`src/rtl/ssp_fetch_queue_if.sv`:
```
// Fetch-queue bundle: instruction-memory fetch pair, issue-side pop/redirect, and the two oldest queue entries.
// The master modport is the fetch queue; the slave modport is memory plus decode/issue.
interface ssp_fetch_queue_if #(
    parameter int PC_W  = 10,
    parameter int DEPTH = 8
);
    logic [PC_W-1:0]          imem_addr0;
    logic [PC_W-1:0]          imem_addr1;
    logic [31:0]              imem_data0;
    logic [31:0]              imem_data1;
    logic [1:0]               pop_cnt;
    logic                     redirect;
    logic [PC_W-1:0]          redirect_pc;
    logic                     out0_valid;
    logic [31:0]              out0_instr;
    logic [PC_W-1:0]          out0_pc;
    logic                     out1_valid;
    logic [31:0]              out1_instr;
    logic [PC_W-1:0]          out1_pc;
    logic [$clog2(DEPTH):0]   fq_count;

    modport master (
        output imem_addr0, imem_addr1,
        input  imem_data0, imem_data1,
        input  pop_cnt, redirect, redirect_pc,
        output out0_valid, out0_instr, out0_pc,
        output out1_valid, out1_instr, out1_pc,
        output fq_count
    );

    modport slave (
        input  imem_addr0, imem_addr1,
        output imem_data0, imem_data1,
        output pop_cnt, redirect, redirect_pc,
        input  out0_valid, out0_instr, out0_pc,
        input  out1_valid, out1_instr, out1_pc,
        input  fq_count
    );
endinterface

```
`src/rtl/ssp_fetch_queue.sv`:
```
// Dual-issue sequential fetch plus in-order fetch queue; redirect flushes and restarts fetch.
// Optional macro FQ_NOP_SQUASH_EN drops NOP words (opcode 6'b111111) at push time.
module ssp_fetch_queue #(
    parameter int PC_W     = 10,
    parameter int DEPTH    = 8,
    parameter int RESET_PC = 0
) (
    input  logic              clk1,
    input  logic              reset,
    ssp_fetch_queue_if.master fq
);
    localparam int PTR_W = $clog2(DEPTH);
    localparam int CNT_W = PTR_W + 1;
    localparam logic [PC_W-1:0] RESET_PC_V = PC_W'(RESET_PC);

    logic [PC_W-1:0]  fetch_pc_reg, fetch_pc_next;
    logic [PTR_W-1:0] rd_ptr_reg, rd_ptr_next;
    logic [PTR_W-1:0] wr_ptr_reg, wr_ptr_next;
    logic [CNT_W-1:0] count_reg, count_next;

    logic [PC_W-1:0]  pc_mem    [DEPTH];
    logic [31:0]      instr_mem [DEPTH];

    logic [PC_W-1:0]  slot_pc    [2];
    logic [31:0]      slot_instr [2];
    logic [1:0]       slot_keep;

    logic [1:0]       pop_clip;
    logic [CNT_W-1:0] eff_pop;
    logic [CNT_W-1:0] free_slots;
    logic             push_ok;
    logic [1:0]       push_n;
    logic [PC_W-1:0]  wa_pc, wb_pc;
    logic [31:0]      wa_instr, wb_instr;
    logic             wa_en, wb_en;
    logic [PTR_W-1:0] wr_ptr_p1, rd_ptr_p1;

    assign slot_pc[0]    = fetch_pc_reg;
    assign slot_pc[1]    = fetch_pc_reg + 1'b1;
    assign slot_instr[0] = fq.imem_data0;
    assign slot_instr[1] = fq.imem_data1;

    genvar gi;
    generate
        for (gi = 0; gi < 2; gi++) begin : g_slot
`ifdef FQ_NOP_SQUASH_EN
            assign slot_keep[gi] = (slot_instr[gi][31:26] != 6'b111111);
`else
            assign slot_keep[gi] = 1'b1;
`endif
        end
    endgenerate

    assign wr_ptr_p1 = wr_ptr_reg + 1'b1;
    assign rd_ptr_p1 = rd_ptr_reg + 1'b1;

    always_comb begin
        pop_clip   = (fq.pop_cnt == 2'd3) ? 2'd2 : fq.pop_cnt;
        eff_pop    = (CNT_W'(pop_clip) > count_reg) ? count_reg : CNT_W'(pop_clip);
        // Space is judged after this cycle's pops, and always for a full pair even when squashing.
        free_slots = CNT_W'(DEPTH) - count_reg + eff_pop;
        push_ok    = (free_slots >= CNT_W'(2));
        push_n     = {1'b0, slot_keep[0]} + {1'b0, slot_keep[1]};

        // Compact surviving slots so entry A is always the older kept word.
        wa_pc      = slot_keep[0] ? slot_pc[0]    : slot_pc[1];
        wa_instr   = slot_keep[0] ? slot_instr[0] : slot_instr[1];
        wb_pc      = slot_pc[1];
        wb_instr   = slot_instr[1];
        wa_en      = push_ok && !fq.redirect && (push_n != 2'd0);
        wb_en      = push_ok && !fq.redirect && (push_n == 2'd2);

        fetch_pc_next = fetch_pc_reg;
        rd_ptr_next   = rd_ptr_reg;
        wr_ptr_next   = wr_ptr_reg;
        count_next    = count_reg;
        if (fq.redirect) begin
            fetch_pc_next = fq.redirect_pc;
            rd_ptr_next   = '0;
            wr_ptr_next   = '0;
            count_next    = '0;
        end else begin
            rd_ptr_next = rd_ptr_reg + PTR_W'(eff_pop);
            count_next  = count_reg - eff_pop;
            if (push_ok) begin
                fetch_pc_next = fetch_pc_reg + PC_W'(2);
                wr_ptr_next   = wr_ptr_reg + PTR_W'(push_n);
                count_next    = count_reg - eff_pop + CNT_W'(push_n);
            end
        end
    end

    always_ff @(posedge clk1 or negedge reset) begin
        if (!reset) begin
            fetch_pc_reg <= RESET_PC_V;
            rd_ptr_reg   <= '0;
            wr_ptr_reg   <= '0;
            count_reg    <= '0;
        end else begin
            fetch_pc_reg <= fetch_pc_next;
            rd_ptr_reg   <= rd_ptr_next;
            wr_ptr_reg   <= wr_ptr_next;
            count_reg    <= count_next;
        end
    end

    always_ff @(posedge clk1) begin
        if (wa_en) begin
            pc_mem[wr_ptr_reg]    <= wa_pc;
            instr_mem[wr_ptr_reg] <= wa_instr;
        end
        if (wb_en) begin
            pc_mem[wr_ptr_p1]    <= wb_pc;
            instr_mem[wr_ptr_p1] <= wb_instr;
        end
    end

    assign fq.imem_addr0 = slot_pc[0];
    assign fq.imem_addr1 = slot_pc[1];
    assign fq.out0_valid = (count_reg >= CNT_W'(1));
    assign fq.out1_valid = (count_reg >= CNT_W'(2));
    assign fq.out0_pc    = pc_mem[rd_ptr_reg];
    assign fq.out0_instr = instr_mem[rd_ptr_reg];
    assign fq.out1_pc    = pc_mem[rd_ptr_p1];
    assign fq.out1_instr = instr_mem[rd_ptr_p1];
    assign fq.fq_count   = count_reg;
endmodule

```
`src/flat_wrapper.sv`:
```
// flat-port wrapper written by rule: the top's interface ports become plain ports
module ssp_fetch_queue_flat 
#(
    parameter int PC_W     = 10,
    parameter int DEPTH    = 8,
    parameter int RESET_PC = 0
)
  (clk1, reset, fq_imem_addr0, fq_imem_addr1, fq_imem_data0, fq_imem_data1, fq_pop_cnt, fq_redirect, fq_redirect_pc, fq_out0_valid, fq_out0_instr, fq_out0_pc, fq_out1_valid, fq_out1_instr, fq_out1_pc, fq_fq_count);
  ssp_fetch_queue_if #(.PC_W(PC_W), .DEPTH(DEPTH)) fq_i ();
  input  logic clk1;
  input  logic reset;
  output wire logic [$bits(fq_i.imem_addr0)-1:0] fq_imem_addr0;
  output wire logic [$bits(fq_i.imem_addr1)-1:0] fq_imem_addr1;
  input wire logic [$bits(fq_i.imem_data0)-1:0] fq_imem_data0;
  input wire logic [$bits(fq_i.imem_data1)-1:0] fq_imem_data1;
  input wire logic [$bits(fq_i.pop_cnt)-1:0] fq_pop_cnt;
  input wire logic [$bits(fq_i.redirect)-1:0] fq_redirect;
  input wire logic [$bits(fq_i.redirect_pc)-1:0] fq_redirect_pc;
  output wire logic [$bits(fq_i.out0_valid)-1:0] fq_out0_valid;
  output wire logic [$bits(fq_i.out0_instr)-1:0] fq_out0_instr;
  output wire logic [$bits(fq_i.out0_pc)-1:0] fq_out0_pc;
  output wire logic [$bits(fq_i.out1_valid)-1:0] fq_out1_valid;
  output wire logic [$bits(fq_i.out1_instr)-1:0] fq_out1_instr;
  output wire logic [$bits(fq_i.out1_pc)-1:0] fq_out1_pc;
  output wire logic [$bits(fq_i.fq_count)-1:0] fq_fq_count;
  assign fq_imem_addr0 = fq_i.imem_addr0;
  assign fq_imem_addr1 = fq_i.imem_addr1;
  assign fq_i.imem_data0 = fq_imem_data0;
  assign fq_i.imem_data1 = fq_imem_data1;
  assign fq_i.pop_cnt = fq_pop_cnt;
  assign fq_i.redirect = fq_redirect;
  assign fq_i.redirect_pc = fq_redirect_pc;
  assign fq_out0_valid = fq_i.out0_valid;
  assign fq_out0_instr = fq_i.out0_instr;
  assign fq_out0_pc = fq_i.out0_pc;
  assign fq_out1_valid = fq_i.out1_valid;
  assign fq_out1_instr = fq_i.out1_instr;
  assign fq_out1_pc = fq_i.out1_pc;
  assign fq_fq_count = fq_i.fq_count;
  ssp_fetch_queue #(.PC_W(PC_W), .DEPTH(DEPTH), .RESET_PC(RESET_PC)) u_core (.clk1(clk1), .reset(reset), .fq(fq_i));
endmodule
```
`config.mk`:
```
export PLATFORM = sky130hd
export DESIGN_NAME = ssp_fetch_queue_flat
export DESIGN_NICKNAME = d
export VERILOG_FILES = /design/src/rtl/ssp_fetch_queue_if.sv /design/src/rtl/ssp_fetch_queue.sv /design/src/flat_wrapper.sv
export SDC_FILE = /design/constraint.sdc
export NUM_CORES = 1
export LEC_CHECK = 0
export ABC_AREA = 0
export BUFFER_PORTS_ARGS = -buffer_cell sky130_fd_sc_hd__buf_4
export CORE_MARGIN = 5
export CORE_UTILIZATION = 60
export CTS_CLUSTER_DIAMETER = 150
export DETAILED_ROUTE_END_ITERATION = 12
export GPL_TIMING_DRIVEN = 0
export HOLD_SLACK_MARGIN = 0.15
export PLACE_DENSITY = 0.84
export SYNTH_ARGS = -nofsm -noshare
export SYNTH_HDL_FRONTEND = slang
export SYNTH_SLANG_ARGS = --single-unit
```
`constraint.sdc`:
```
create_clock -name clk1 -period 18 [get_ports clk1]
set_clock_uncertainty 0.15 [all_clocks]
set_input_delay 2.7 -clock clk1 [delete_from_list [all_inputs] [get_ports clk1]]
set_output_delay 2.7 -clock clk1 [all_outputs]
set_load 0.005 [all_outputs]
```
==> results of run 1 <==
-- cell families after synthesis --
family                     share of synthesized area
AOI/OAI and AO/OA                             0.0102
xor gates and xnor gates                      0.0279
adders and majority gates                     0.0143
buffers and inverters                         0.0416
DFF                                            0.556
muxes                                          0.252
and+or+nand+nor                               0.0984
-- layer usage --
layer,wire length [um],up-vias
met2,25700,957
met4,2330,0
met5,0,-
met3,5740,189
li1,-,5453
met1,17900,6358
-- how the worst max path moves through the flow --
stage / to / slack [ns] / cells past startpoint
final: u_core.instr_mem[0][18] / 11.37 / 17
after global routing: u_core.instr_mem[1][20] / 11.04 / 17
after CTS: u_core.instr_mem[1][28] / 11.39 / 17
after detailed placement: u_core.instr_mem[1][29] / 10.85 / 17
after global placement: u_core.instr_mem[6][10] / 5.51 / 14
after floorplan: u_core.instr_mem[6][0] / 9.09 / 14
-- cells in the final DEF, fill, tap and decap left out, types with 5 or more instances in the layout --
cell / count
sky130_fd_sc_hd__nand2_1: 423
sky130_fd_sc_hd__edfxtp_1: 336
sky130_fd_sc_hd__buf_4: 193
sky130_fd_sc_hd__mux4_2: 154
sky130_fd_sc_hd__mux2_2: 84
sky130_fd_sc_hd__buf_2: 60
sky130_fd_sc_hd__clkbuf_1: 57
sky130_fd_sc_hd__clkbuf_16: 39
sky130_fd_sc_hd__xor2_1: 31
sky130_fd_sc_hd__nor2_1: 28
sky130_fd_sc_hd__xnor2_1: 27
sky130_fd_sc_hd__dfrtp_1: 19
sky130_fd_sc_hd__ha_1: 17
sky130_fd_sc_hd__buf_6: 14
sky130_fd_sc_hd__mux4_1: 14
sky130_fd_sc_hd__o21ai_0: 14
sky130_fd_sc_hd__inv_1: 11
sky130_fd_sc_hd__clkinv_2: 8
sky130_fd_sc_hd__nor2b_1: 7
sky130_fd_sc_hd__clkinv_1: 7
sky130_fd_sc_hd__nand2b_1: 5
sky130_fd_sc_hd__bufinv_16: 5
-- power breakdown --
group / internal [mW] / total, mW / switching [mW]
Combinational: 1.04 / 2.09 / 1.05
Sequential: 1.16 / 1.26 / 0.0959
Clock: 0.470 / 0.790 / 0.320
Total: 2.67 / 4.13 / 1.46
-- worst register-to-register path: cells and delay by family (launching register included) --
| family | cells | cell delay, ns |
|---|---|---|
| and+or+nand+nor | 3 | 0.36 |
| AOI/OAI and AO/OA | 3 | 0.74 |
| buffers and inverters | 6 | 1.56 |
| DFF | 1 | 0.41 |
| adders and majority gates | 4 | 1.21 |
-- layout make-up --
cell class	instances	share of cell area
sequential	355	0.473
multi-input combinational	842	0.343
timing repair buffer	196	0.0694
clock buffer	41	0.0445
buffer	139	0.0334
tap	402	0.0225
clock inverter	25	0.0116
inverter	16	0.00269
antenna	2	0.000224
==> reports/summary.md, run 1 <==
The half-perimeter wire length after detailed placement is 33100 um. The number of nets in the synthesized netlist is 1451. The power per standard cell area was 185 mW/mm^2. Startpoint kind of the worst setup timing path: an input port. The largest total area in the synthesized netlist belongs to sky130_fd_sc_hd__edfxtp_1. Dividing the synthesized area by the synthesized cell count gives 14.1 um^2.

For the number of buffers added by the clock tree synthesis step, the log shows 37. At the pin with the least slew margin, the transition time is 0.911 ns. The highest-delay cell along the critical path is sky130_fd_sc_hd__clkbuf_4. Summing all placed instances gives a cell area of 0.0211 mm^2. The endpoint identified for the worst register-to-register timing path is u_core.instr_mem[0][18]. The sequential cells in the finished layout cover a total of 0.0106 mm^2. The hold path endpoint was u_core.wr_ptr_reg[2]. The maximum fanout encountered on the critical timing path is 57.

The share of the clock period used by the worst path after layout was 0.368. In this run the register-to-register setup slack is 13.16 ns. The initial standard-cell utilization of the core is 0.606, and the area of the die is 0.0354 mm^2. The met3 layer usage reported by global route is 0.0594, and the residual overflow from global routing is 0. The total number of yosys warnings was 0; the count of buffer and inverter cells on the critical path was 7. The synthesized design contains 355 register bits. The tools report the largest net degree at the start of global routing as 58. The run gives 0 as the number of maximum-capacitance violations. In the post-synthesis netlist, the biggest area contributors are sky130_fd_sc_hd__edfxtp_1, sky130_fd_sc_hd__mux4_2, sky130_fd_sc_hd__nand2_1, sky130_fd_sc_hd__mux2_2, sky130_fd_sc_hd__dfrtp_1. The proportion of synthesized flip-flops having asynchronous set or reset was 0.0535; the arrival time at the worst endpoint was 6.67 ns. Before CTS, the worst setup slack after placement is 10.85 ns. The count of buffers added on input and output ports is 188. The routed layout has 13000 vias. The startpoint identified for the worst hold timing path is u_core.wr_ptr_reg[2]. Derived from the worst setup path, the maximum achievable clock frequency is 0.151 GHz. The DRC violation total after the first TritonRoute iteration is 1668, and the CTS sink count is 355.

The width of the die was 188 um. In this run the core area contains 65 standard-cell rows. The critical path is of the input port to register type. In this run the number of H-tree levels came out at 2. Traced cell by cell, the critical path runs through buf_4, clkbuf_1, ha_1, nor2b_1, o21ai_0, nand2_1, o21ai_0, ha_1, ha_1, inv_1, fa_1, nand2b_1, buf_2, o21ai_2, inv_2, clkbuf_4, buf_16. For this design, the CTS-stage hold fixing added 0 buffers. Setup violations remaining at the end of the flow were counted as 0. The number of antenna violations at the first check in global routing came out at 2.

The clock input transition at the sequential cells of the worst setup and hold paths is 0.06 ns, and the multi-input logic area is 0.00766 mm^2. The number of cells on the worst reg-to-reg path is 16. For the leakage power, the log shows 8.40 nW. In this run the standard cell core region covers 0.0314 mm^2. The share of layout cells above drive strength 1 was 0.362; the post-cts gate resize count was 0. Setup repair after global routing left no endpoint under its margin. Dominant synthesized flop cell: sky130_fd_sc_hd__edfxtp_1. Worst max-slew margin expressed relative to the limit: 0.393. The cell count after synthesis came out at 1352. The layer flagged by global routing as most heavily used is met2. The clock passes through at most 3 buffers. In this run, synthesis inferred 336 flip-flops with an integrated enable. Cell with the most instances after synthesis: sky130_fd_sc_hd__nand2_1. Once routing completed, OpenROAD measured the worst setup slack at 11.37 ns. Total power consumption of the routed design: 4.13 mW.

The number of remaining DRC errors is 0, and the post-route antenna net violation count is 0. The number of flip-flops under the largest register name works out to 256. Worst hold path class: register to register.

The startpoint identified for the worst register-to-register timing path is u_core.fq.fq_count[1]. The final layout contains routed wiring with a total length of 51600 um. From synthesis to final layout, the design area changed by 17.5%. For the met1 track demand over resource in global routing, the log shows 0.372. The die is 188 um tall. The run gives 2018 as the number of cells in the finished layout apart from fillers.

In the final routed layout, each cell accounts on average for 25.6 um. The global router's overall resource usage was 0.290; the final-layout setup total negative slack was 0 ns. Most flop-heavy register: u_core.instr_mem. CTS placed an instance of sky130_fd_sc_hd__clkbuf_16 at the clock tree root. The delay contributed by the slowest stage of the critical path works out to 0.56 ns. The number of failing hold endpoints at the final stage is 0, and the net total in the final layout is 1686. IR analysis of the VDD net gives a maximum drop of 0.000140 V. The total count of max-transition violations in the final report is 0. The fraction of the yosys area taken by sequential cells is 0.556. The worst setup path is captured at a register. The first global-routing pass estimated 77800 um of wire. TritonCTS built the clock tree.

Routability-driven placement finished with a final weighted congestion of 0.813. The flow ran to the end, and the final reports show no timing, DRC or antenna violations. At the worst endpoint, the required time is 18.04 ns. The most numerous cell type found on the critical path is sky130_fd_sc_hd__ha_1.

The cell area that synthesis handed to floorplanning was 0.0190 mm^2. The tools report the routing usage on met2 as 0.487. Tracing the worst setup path back leads to its startpoint at fq_pop_cnt[1]. Largest delay contributor family on the critical path: buffers and inverters. For the finished layout, the period the worst path requires is 6.63 ns. After clock tree synthesis, the setup repair step added 0 buffers. The via count of the first global-routing pass came out at 13300.

The number of cells after detailed placement came out at 1950. Post-synthesis cell type count: 42. At the later pin of the worst-skew pair, clock insertion delay measures 0.53 ns.

The I/O pin count was 189; the length of the first detailed-routing pass in iterations was 6. The portion of synthesized cell area occupied by the leading cell type works out to 0.531. Sorting the synthesized cells by how often they occur yields sky130_fd_sc_hd__nand2_1, sky130_fd_sc_hd__edfxtp_1, sky130_fd_sc_hd__mux4_2, sky130_fd_sc_hd__mux2_2. On the final layout, the worst hold slack is 0.465 ns. The tools report the end-of-flow core utilization as 0.712. The cell area after layout is 0.0223 mm^2, and the depth of the worst hold-timing path is 2. In the routed layout, each cell is associated on average with a via count of 6.42. The layout has 1982 filler cells.
(Power assumes the default switching activity.)
==> run 2: changes to the inputs <==
--- a/config.mk
+++ b/config.mk
@@ -8,12 +8,12 @@
 export ABC_AREA = 0
 export BUFFER_PORTS_ARGS = -buffer_cell sky130_fd_sc_hd__buf_4
 export CORE_MARGIN = 5
-export CORE_UTILIZATION = 60
+export CORE_UTILIZATION = 54
 export CTS_CLUSTER_DIAMETER = 150
 export DETAILED_ROUTE_END_ITERATION = 12
 export GPL_TIMING_DRIVEN = 0
 export HOLD_SLACK_MARGIN = 0.15
-export PLACE_DENSITY = 0.84
+export PLACE_DENSITY = 0.8
 export SYNTH_ARGS = -nofsm -noshare
 export SYNTH_HDL_FRONTEND = slang
 export SYNTH_SLANG_ARGS = --single-unit
==> constraint.sdc (replaced) <==
create_clock -name clk1 -period 5.4 [get_ports clk1]
set_clock_uncertainty 0.15 [all_clocks]
set_input_delay 0.81 -clock clk1 [delete_from_list [all_inputs] [get_ports clk1]]
set_output_delay 0.81 -clock clk1 [all_outputs]
set_load 0.005 [all_outputs]
==> reports/summary.md, run 2 (synthesis results as in run 1) <==
The logs give 94 (+62%) for the largest net degree at the start of global routing and 0.352 (-0.0202) for the met1 track demand over resource in global routing. The share of the clock period used by the worst path after layout is 0.902, and the share of layout cells above drive strength 1 is 0.360 (-0.00146). I/O pin count: 189 (unchanged). The global router's overall resource usage was 0.261 (-0.0292); the buffer levels on the longest clock path was 3 (unchanged).

TritonCTS built the clock tree. For the post-CTS setup repair buffer count, the log shows 0 (unchanged). CTS sink count: 355 (unchanged). The arrival time at the worst endpoint came out at 4.93 ns (-1.74 ns). The tools report the number of remaining DRC errors as 0 (unchanged). Net total in the final layout: 1685 (-0.059%).

The run gives 0 (unchanged) as the number of maximum-capacitance violations. The number of port buffers was 188 (unchanged). The root buffer cell chosen for the clock tree is sky130_fd_sc_hd__clkbuf_16. The clock input transition at the sequential cells of the worst setup and hold paths came out at 0.06 ns (about the same). The number of antenna violations at the first check in global routing was 0 (-2); the length of the first detailed-routing pass in iterations was 6 (unchanged).

Post-cts gate resize count: 0 (unchanged). STA classifies the critical path startpoint as a register. The layout filler cell count was 2396 (+21%); the maximum VDD drop was 0.000424 V (+200%). The DRC violation total after the first TritonRoute iteration is 1404 (-16%). The worst hold path begins at fq_redirect_pc[0]. The tools report the half-perimeter wire length after detailed placement as 33200 um (+0.34%). The width of the die is 198 um (+5.1%), and the global-route wire length before repair is 77000 um (-1.0%). The tools report the area after detailed placement as 0.0212 mm^2 (+0.31%). The tightest min-delay check is of the input port to register type. In the layout the commonest cells are sky130_fd_sc_hd__nand2_1, sky130_fd_sc_hd__edfxtp_1, sky130_fd_sc_hd__buf_4, sky130_fd_sc_hd__mux4_2, sky130_fd_sc_hd__mux2_2.

Total via count after detailed routing: 12600 (-2.6%). The tools report the worst max-slew margin expressed relative to the limit as 0.399 (+0.00616). For the number of cell rows, the log shows 68 (+4.6%). The run gives 13000 (-2.5%) as the via count of the first global-routing pass. Most utilized layer in the global route result: met2. The maximum fanout encountered on the critical timing path is 49 (-14%), and the power per standard cell area is 615 mW/mm^2 (+230%).

The tools report the overall routed net length as 51400 um (-0.39%). The worst setup path is of the register to register kind. The run gives 0.0225 mm^2 (+0.60%) as the cell area after layout. The area of the die was 0.0391 mm^2 (+11%). The total power consumption of the routed design came out at 13.8 mW (+230%). Leakage power: 8.43 nW (+0.25%). The critical path starts at u_core.fq.fq_count[1].

Ranked by flip-flop count, first place goes to u_core.instr_mem. The slew at the pin closest to its max-slew limit is 0.901 ns (-0.00924 ns). From synthesis to final layout, the design area changed by 18.2%. The ratio of routed vias to standard cells is 6.09 (-5.1%), and the chip height is 198 um (+5.1%).

Leaving out fill and tap cells, the most frequent cell in the layout is sky130_fd_sc_hd__nand2_1. The worst register-to-register path begins at u_core.fq.fq_count[1]. The residual overflow from global routing is 0 (unchanged).

Setup repair after global routing left no endpoint under its margin. The number of failing hold endpoints at the final stage is 0 (unchanged). The logs give 5.46 ns (-12.58 ns) for the worst endpoint required time and 0 (unchanged) for the post-route antenna net violation count. The placeable core area was 0.0346 mm^2 (+10%); the total count of max-transition violations in the final report was 0 (unchanged). The run finished with clean final reports. The final period demand of the worst path came out at 4.87 ns. The initial standard-cell utilization of the core was 0.549 (-0.0566). The run gives 0.0471 (-0.0123) as the met3 layer usage reported by global route. The detail-routed net length per standard cell works out to 24.8 um (-2.9%). The number of failing setup endpoints in the final timing report is 0 (unchanged), and the slack of the worst reg-to-reg path is 0.53 ns (-12.63 ns). The CTS H-tree depth is 2 (unchanged), and the maximum clock frequency is 0.205 GHz. The number of buffers added by the clock tree synthesis step is 38 (+2.7%). The tools report the weighted congestion at the end of routability-driven global placement as 0.849 (+4.5%). The tools report the number of buffers added to fix hold violations after cts as 1 (+1).

The number of flip-flops under the largest register name is 256 (unchanged). The insertion delay to the later sink of the worst-skew pair is 0.53 ns (about the same). STA classifies the critical path endpoint as a register. For the routing usage on met2, the log shows 0.441 (-0.0454).
run 2: stage by stage:
step | std cells | utilization | hold slack, ns | setup slack [ns] | setup TNS (ns)
after floorplan | 1352 | - | 0.364 | 0.178 | 0
after global placement | 1995 | 0.607 | 0.429 | -1.52 | -320.63
after detailed placement | 2000 | 0.611 | 0.459 | 0.125 | 0
after CTS | 2070 | 0.649 | 0.331 | 0.539 | 0
after global routing | 2070 | 0.649 | 0.343 | 0.204 | 0
final | 2071 | 0.649 | 0.344 | 0.531 | 0
run 2: layout make-up:
cell class	instances	area, um^2	share of cell area
Clock inverter	25	322	0.0143
Buffer	139	753	0.0335
Timing Repair Buffer	194	1550	0.0688
Antenna cell	1	2.50	0.000111
Clock buffer	44	995	0.0442
Inverter	16	60.1	0.00267
Multi-Input combinational cell	842	7670	0.341
Tap cell	455	569	0.0253
Sequential cell	355	10600	0.470
run 2: worst paths after layout:
path	endpoint	depth (start not counted)
max in group asynchronous	u_core.rd_ptr_reg[2]	2
hold reg to reg	u_core.wr_ptr_reg[2]	2
setup reg to reg	u_core.instr_mem[2][16]	16
hold / removal	u_core.fq.imem_addr0[0]	3
setup / recovery	u_core.instr_mem[2][16]	16
min in group asynchronous	u_core.fq.fq_count[0]	2
run 2: worst max-delay path, stage by stage (launching register included):
cell                       delay [ns]
sky130_fd_sc_hd__dfrtp_1         0.44
sky130_fd_sc_hd__inv_1           0.15
sky130_fd_sc_hd__ha_1            0.33
sky130_fd_sc_hd__nor2b_1         0.13
sky130_fd_sc_hd__o21ai_0         0.43
sky130_fd_sc_hd__nand2_1         0.14
sky130_fd_sc_hd__o21ai_0         0.16
sky130_fd_sc_hd__ha_1            0.31
sky130_fd_sc_hd__ha_1            0.20
sky130_fd_sc_hd__inv_1           0.07
sky130_fd_sc_hd__fa_1            0.43
sky130_fd_sc_hd__nand2b_1        0.10
sky130_fd_sc_hd__buf_2           0.26
sky130_fd_sc_hd__o21ai_2         0.13
sky130_fd_sc_hd__inv_2           0.06
sky130_fd_sc_hd__clkbuf_4        0.69
sky130_fd_sc_hd__buf_16          0.32
run 2: report_power, final:
part	internal, mW	total, mW	leakage [nW]	switching (mW)
Sequential	3.87	4.17	3.32	0.302
Combinational	3.45	6.91	4.47	3.46
Clock	1.67	2.75	0.637	1.08
run 2: routing by layer:
metal | vias up | part of all wire | routed length, um
li1 | 5461 | - | -
met1 | 6299 | 0.37 | 19200
met2 | 737 | 0.50 | 25800
met3 | 118 | 0.096 | 4960
met4 | 0 | 0.028 | 1460
met5 | - | 0 | 0
==> run 3: changes to the inputs <==
--- a/config.mk
+++ b/config.mk
@@ -7,13 +7,15 @@
 export LEC_CHECK = 0
 export ABC_AREA = 0
 export BUFFER_PORTS_ARGS = -buffer_cell sky130_fd_sc_hd__buf_4
+export CELL_PAD_IN_SITES_DETAIL_PLACEMENT = 0
+export CELL_PAD_IN_SITES_GLOBAL_PLACEMENT = 2
+export CORE_ASPECT_RATIO = 0.8
 export CORE_MARGIN = 5
-export CORE_UTILIZATION = 54
+export CORE_UTILIZATION = 38
 export CTS_CLUSTER_DIAMETER = 150
 export DETAILED_ROUTE_END_ITERATION = 12
-export GPL_TIMING_DRIVEN = 0
 export HOLD_SLACK_MARGIN = 0.15
-export PLACE_DENSITY = 0.8
+export PLACE_DENSITY = 0.79
 export SYNTH_ARGS = -nofsm -noshare
 export SYNTH_HDL_FRONTEND = slang
 export SYNTH_SLANG_ARGS = --single-unit
==> reports/summary.md, run 3 (synthesis results as in run 1) <==
The run finished with clean final reports. The number of buffers added by the clock tree synthesis step was 39 (+2.6%); the power per standard cell area was 598 mW/mm^2 (-2.8%). In the layout the commonest cells are sky130_fd_sc_hd__nand2_1, sky130_fd_sc_hd__edfxtp_1, sky130_fd_sc_hd__buf_4, sky130_fd_sc_hd__mux4_2, sky130_fd_sc_hd__mux2_2. For the placeable core area, the log shows 0.0496 mm^2 (+43%). On the critical path, the stage with the largest delay is an instance of sky130_fd_sc_hd__fa_1.

The leakage power is 8.09 nW (-4.0%), and the logic gate share of total power is 0.498 (-0.002). The tools report the total via count after detailed routing as 11500 (-8.6%). The worst hold path terminates at u_core.fq.imem_addr0[3]. The slew at the pin closest to its max-slew limit was 0.964 ns (+0.0626 ns); the met1 layer wirelength in the final routing was 21200 um (+11%). Category of the critical setup timing path: register to register. Number of antenna violations at the first check in global routing: 1 (+1). The worst hold path class is input port to register.

The maximum VDD drop is 0.000375 V (-11%), and the final period demand of the worst path is 4.53 ns (-0.339 ns). The global router's overall resource usage was 0.174 (-0.0876); the number of buffers added to fix hold violations after cts was 1 (unchanged). Counting stages on the worst path, the most repeated cell is sky130_fd_sc_hd__ha_1. The number of cells in the finished layout apart from fillers was 2183 (+5.4%).

The worst register-to-register path ends at u_core.pc_mem[7][5]. The number of cells after detailed placement was 2115 (+5.8%); the I/O pin count was 189 (unchanged). From synthesis to final layout, the design area changed by 17.4%. Post-cts gate resize count: 0 (unchanged).

Startpoint kind of the worst setup timing path: a register. The number of cell rows was 73 (+7.4%). The logs give 3 (unchanged) for the buffer levels on the longest clock path and 4.59 mW (-5.3%) for the switching power total. The count of buffer and inverter cells on the critical path is 4 (-2). In this run the critical register-to-register path is launched from u_core.fq.fq_count[1]. The area of the die is 0.0546 mm^2 (+40%).

Setup repair after global routing left no endpoint under its margin. The clock input transition at the sequential cells of the worst setup and hold paths works out to 0.06 ns (about the same). The width of the die is 260 um (+32%). The chip height is 210 um (+6.3%). The arrival time at the worst endpoint was 4.64 ns (-0.29 ns). The weighted congestion at the end of routability-driven global placement is 0.745 (-12%), and the post-CTS setup repair buffer count is 0 (unchanged). The tools report the post-route antenna net violation count as 0 (unchanged).

Insertion delay to the later sink of the worst-skew pair: 0.54 ns (about the same). The delay contributed by the slowest stage of the critical path is 0.52 ns (-0.17 ns), and the internal power component is 8.77 mW (-2.5%). The maximum fanout encountered on the critical timing path came out at 21 (-57%). The length of the first detailed-routing pass in iterations came out at 5 (-1). Element type at the critical path end: a register.

For the largest net degree at the start of global routing, the log shows 101 (+7.4%). The detail-routed net length per standard cell was 21.8 um (-12%). TritonCTS built the clock tree.

For the initial standard-cell utilization of the core, the log shows 0.383 (-0.166). Number of remaining DRC errors: 0 (unchanged). The share of the clock period used by the worst path after layout is 0.839 (-0.0628). The residual overflow from global routing is 0 (unchanged). Worst endpoint required time: 5.51 ns (+0.05 ns). The clock group share of total power is 0.188 (-0.011), and the final-layout setup total negative slack is 0 ns (unchanged). The logs give 0.221 GHz (+7.5%) for the maximum clock frequency and 0 (unchanged) for the number of failing hold endpoints at the final stage. The routed length on met3 is 2890 um (-42%). The run gives 0.357 (-0.0418) as the worst max-slew margin expressed relative to the limit. Most frequent standard cell in the layout excluding fill and tap cells: sky130_fd_sc_hd__nand2_1. The most flop-heavy register was u_core.instr_mem. The number of flip-flops under the largest register name was 256 (unchanged).

The share of layout cells above drive strength 1 is 0.350 (-0.0100), and the CTS H-tree depth is 2 (unchanged). The via count of the first global-routing pass is 11900 (-8.3%). The logs give 30300 um (-8.9%) for the half-perimeter wire length after detailed placement and 4368 (+82%) for the layout filler cell count. The run gives 355 (unchanged) as the CTS sink count.

The total count of max-transition violations in the final report was 0 (unchanged); the slack of the worst reg-to-reg path was 0.87 ns (+0.34 ns). For the net total in the final layout, the log shows 1581 (-6.2%). The worst reg-to-reg path cell count is 15 (-1), and the global-route wire length before repair is 73800 um (-4.2%). Traced cell by cell, the critical path runs through inv_1, ha_1, nor2b_1, o21ai_0, o21ai_0, ha_1, ha_1, inv_1, fa_1, nand2b_1, buf_4, o21ai_4, buf_4, nor2_1, xor2_1. The depth of the worst hold-timing path came out at 3 (unchanged). The sequential cell fraction of total power is 0.314 (+0.012). The number of failing setup endpoints in the final timing report is 0 (unchanged). Overall routed net length: 47500 um (-7.6%). The top layer used by detailed routing was met4. The DRC violation total after the first TritonRoute iteration is 792 (-44%). The number of port buffers was 188 (unchanged). Number of maximum-capacitance violations: 0 (unchanged). The ratio of routed vias to standard cells works out to 5.28 (-13%). On the critical path the largest part of the delay comes from adder cells. The startpoint of the lowest-slack hold path was fq_redirect_pc[3].

The run gives 22500 um (-13%) as the wire length on met2. The switching part of the total power came out at 0.343 (-0.00679). In this run the clock root is driven by a sky130_fd_sc_hd__clkbuf_16.
[run 3: worst reg2reg max path: cells and delay by family, from the launching register on]
kind	cells	cell delay (ns)
adders and majority gates	4	1.27
AOI/OAI and AO/OA	3	0.86
buffers and inverters	4	0.85
and+or+nand+nor	3	0.56
DFF	1	0.41
xor gates and xnor gates	1	0.15
[run 3: layout make-up]
| type | count | area, um^2 | area share |
|---|---|---|---|
| Antenna cell | 1 | 2.50 | 0.000112 |
| Multi-Input combinational cell | 842 | 7740 | 0.347 |
| Sequential cell | 355 | 10600 | 0.474 |
| Clock inverter | 17 | 124 | 0.00555 |
| Inverter | 16 | 77.6 | 0.00348 |
| Clock buffer | 49 | 1060 | 0.0473 |
| Timing Repair Buffer | 228 | 1900 | 0.0852 |
| Tap cell | 675 | 845 | 0.0378 |
[run 3: worst max-delay path by stage]
stage                     depth (start not counted)                   from  slack [ns]                      to
after floorplan                                  15          fq_pop_cnt[1]        0.18  u_core.instr_mem[7][0]
after global placement                           17          fq_pop_cnt[1]        0.47     u_core.pc_mem[7][5]
after detailed placement                         17          fq_pop_cnt[1]        0.40     u_core.pc_mem[7][7]
after CTS                                        15  u_core.fq.fq_count[1]        0.85     u_core.pc_mem[7][7]
after global routing                             17  u_core.fq.fq_count[1]        0.52     u_core.pc_mem[3][4]
final                                            15  u_core.fq.fq_count[1]        0.87     u_core.pc_mem[7][5]
[run 3: layer usage]
| layer | global-route usage | up-vias |
|---|---|---|
| met5 | 0 | - |
| met4 | 0.0370 | 0 |
| met3 | 0.0305 | 67 |
| met2 | 0.278 | 356 |
| met1 | 0.252 | 5883 |
| li1 | - | 5220 |
[run 3: power by group through the flow]
stage                     logic, mW  registers, mW  clock network [mW]
final                          6.64           4.19                2.52
after global routing           7.25           4.26                2.69
after CTS                      6.82           4.20                2.57
after detailed placement       6.78           4.25                   0
after global placement         6.74           4.20                   0
after floorplan                4.25           4.11                   0
[run 3: metrics by stage]
stage	instance area, um^2	power (mW)	hold WS [ns]	worst slack (ns)	utilization
floorplan	19000	8.36	0.364	0.178	-
global placement	21100	10.9	0.438	0.471	0.426
finish	22300	13.4	0.334	0.870	0.450
CTS	22300	13.6	0.308	0.850	0.450
global route	22300	14.2	0.333	0.518	0.450
detailed placement	21100	11.0	0.441	0.402	0.426
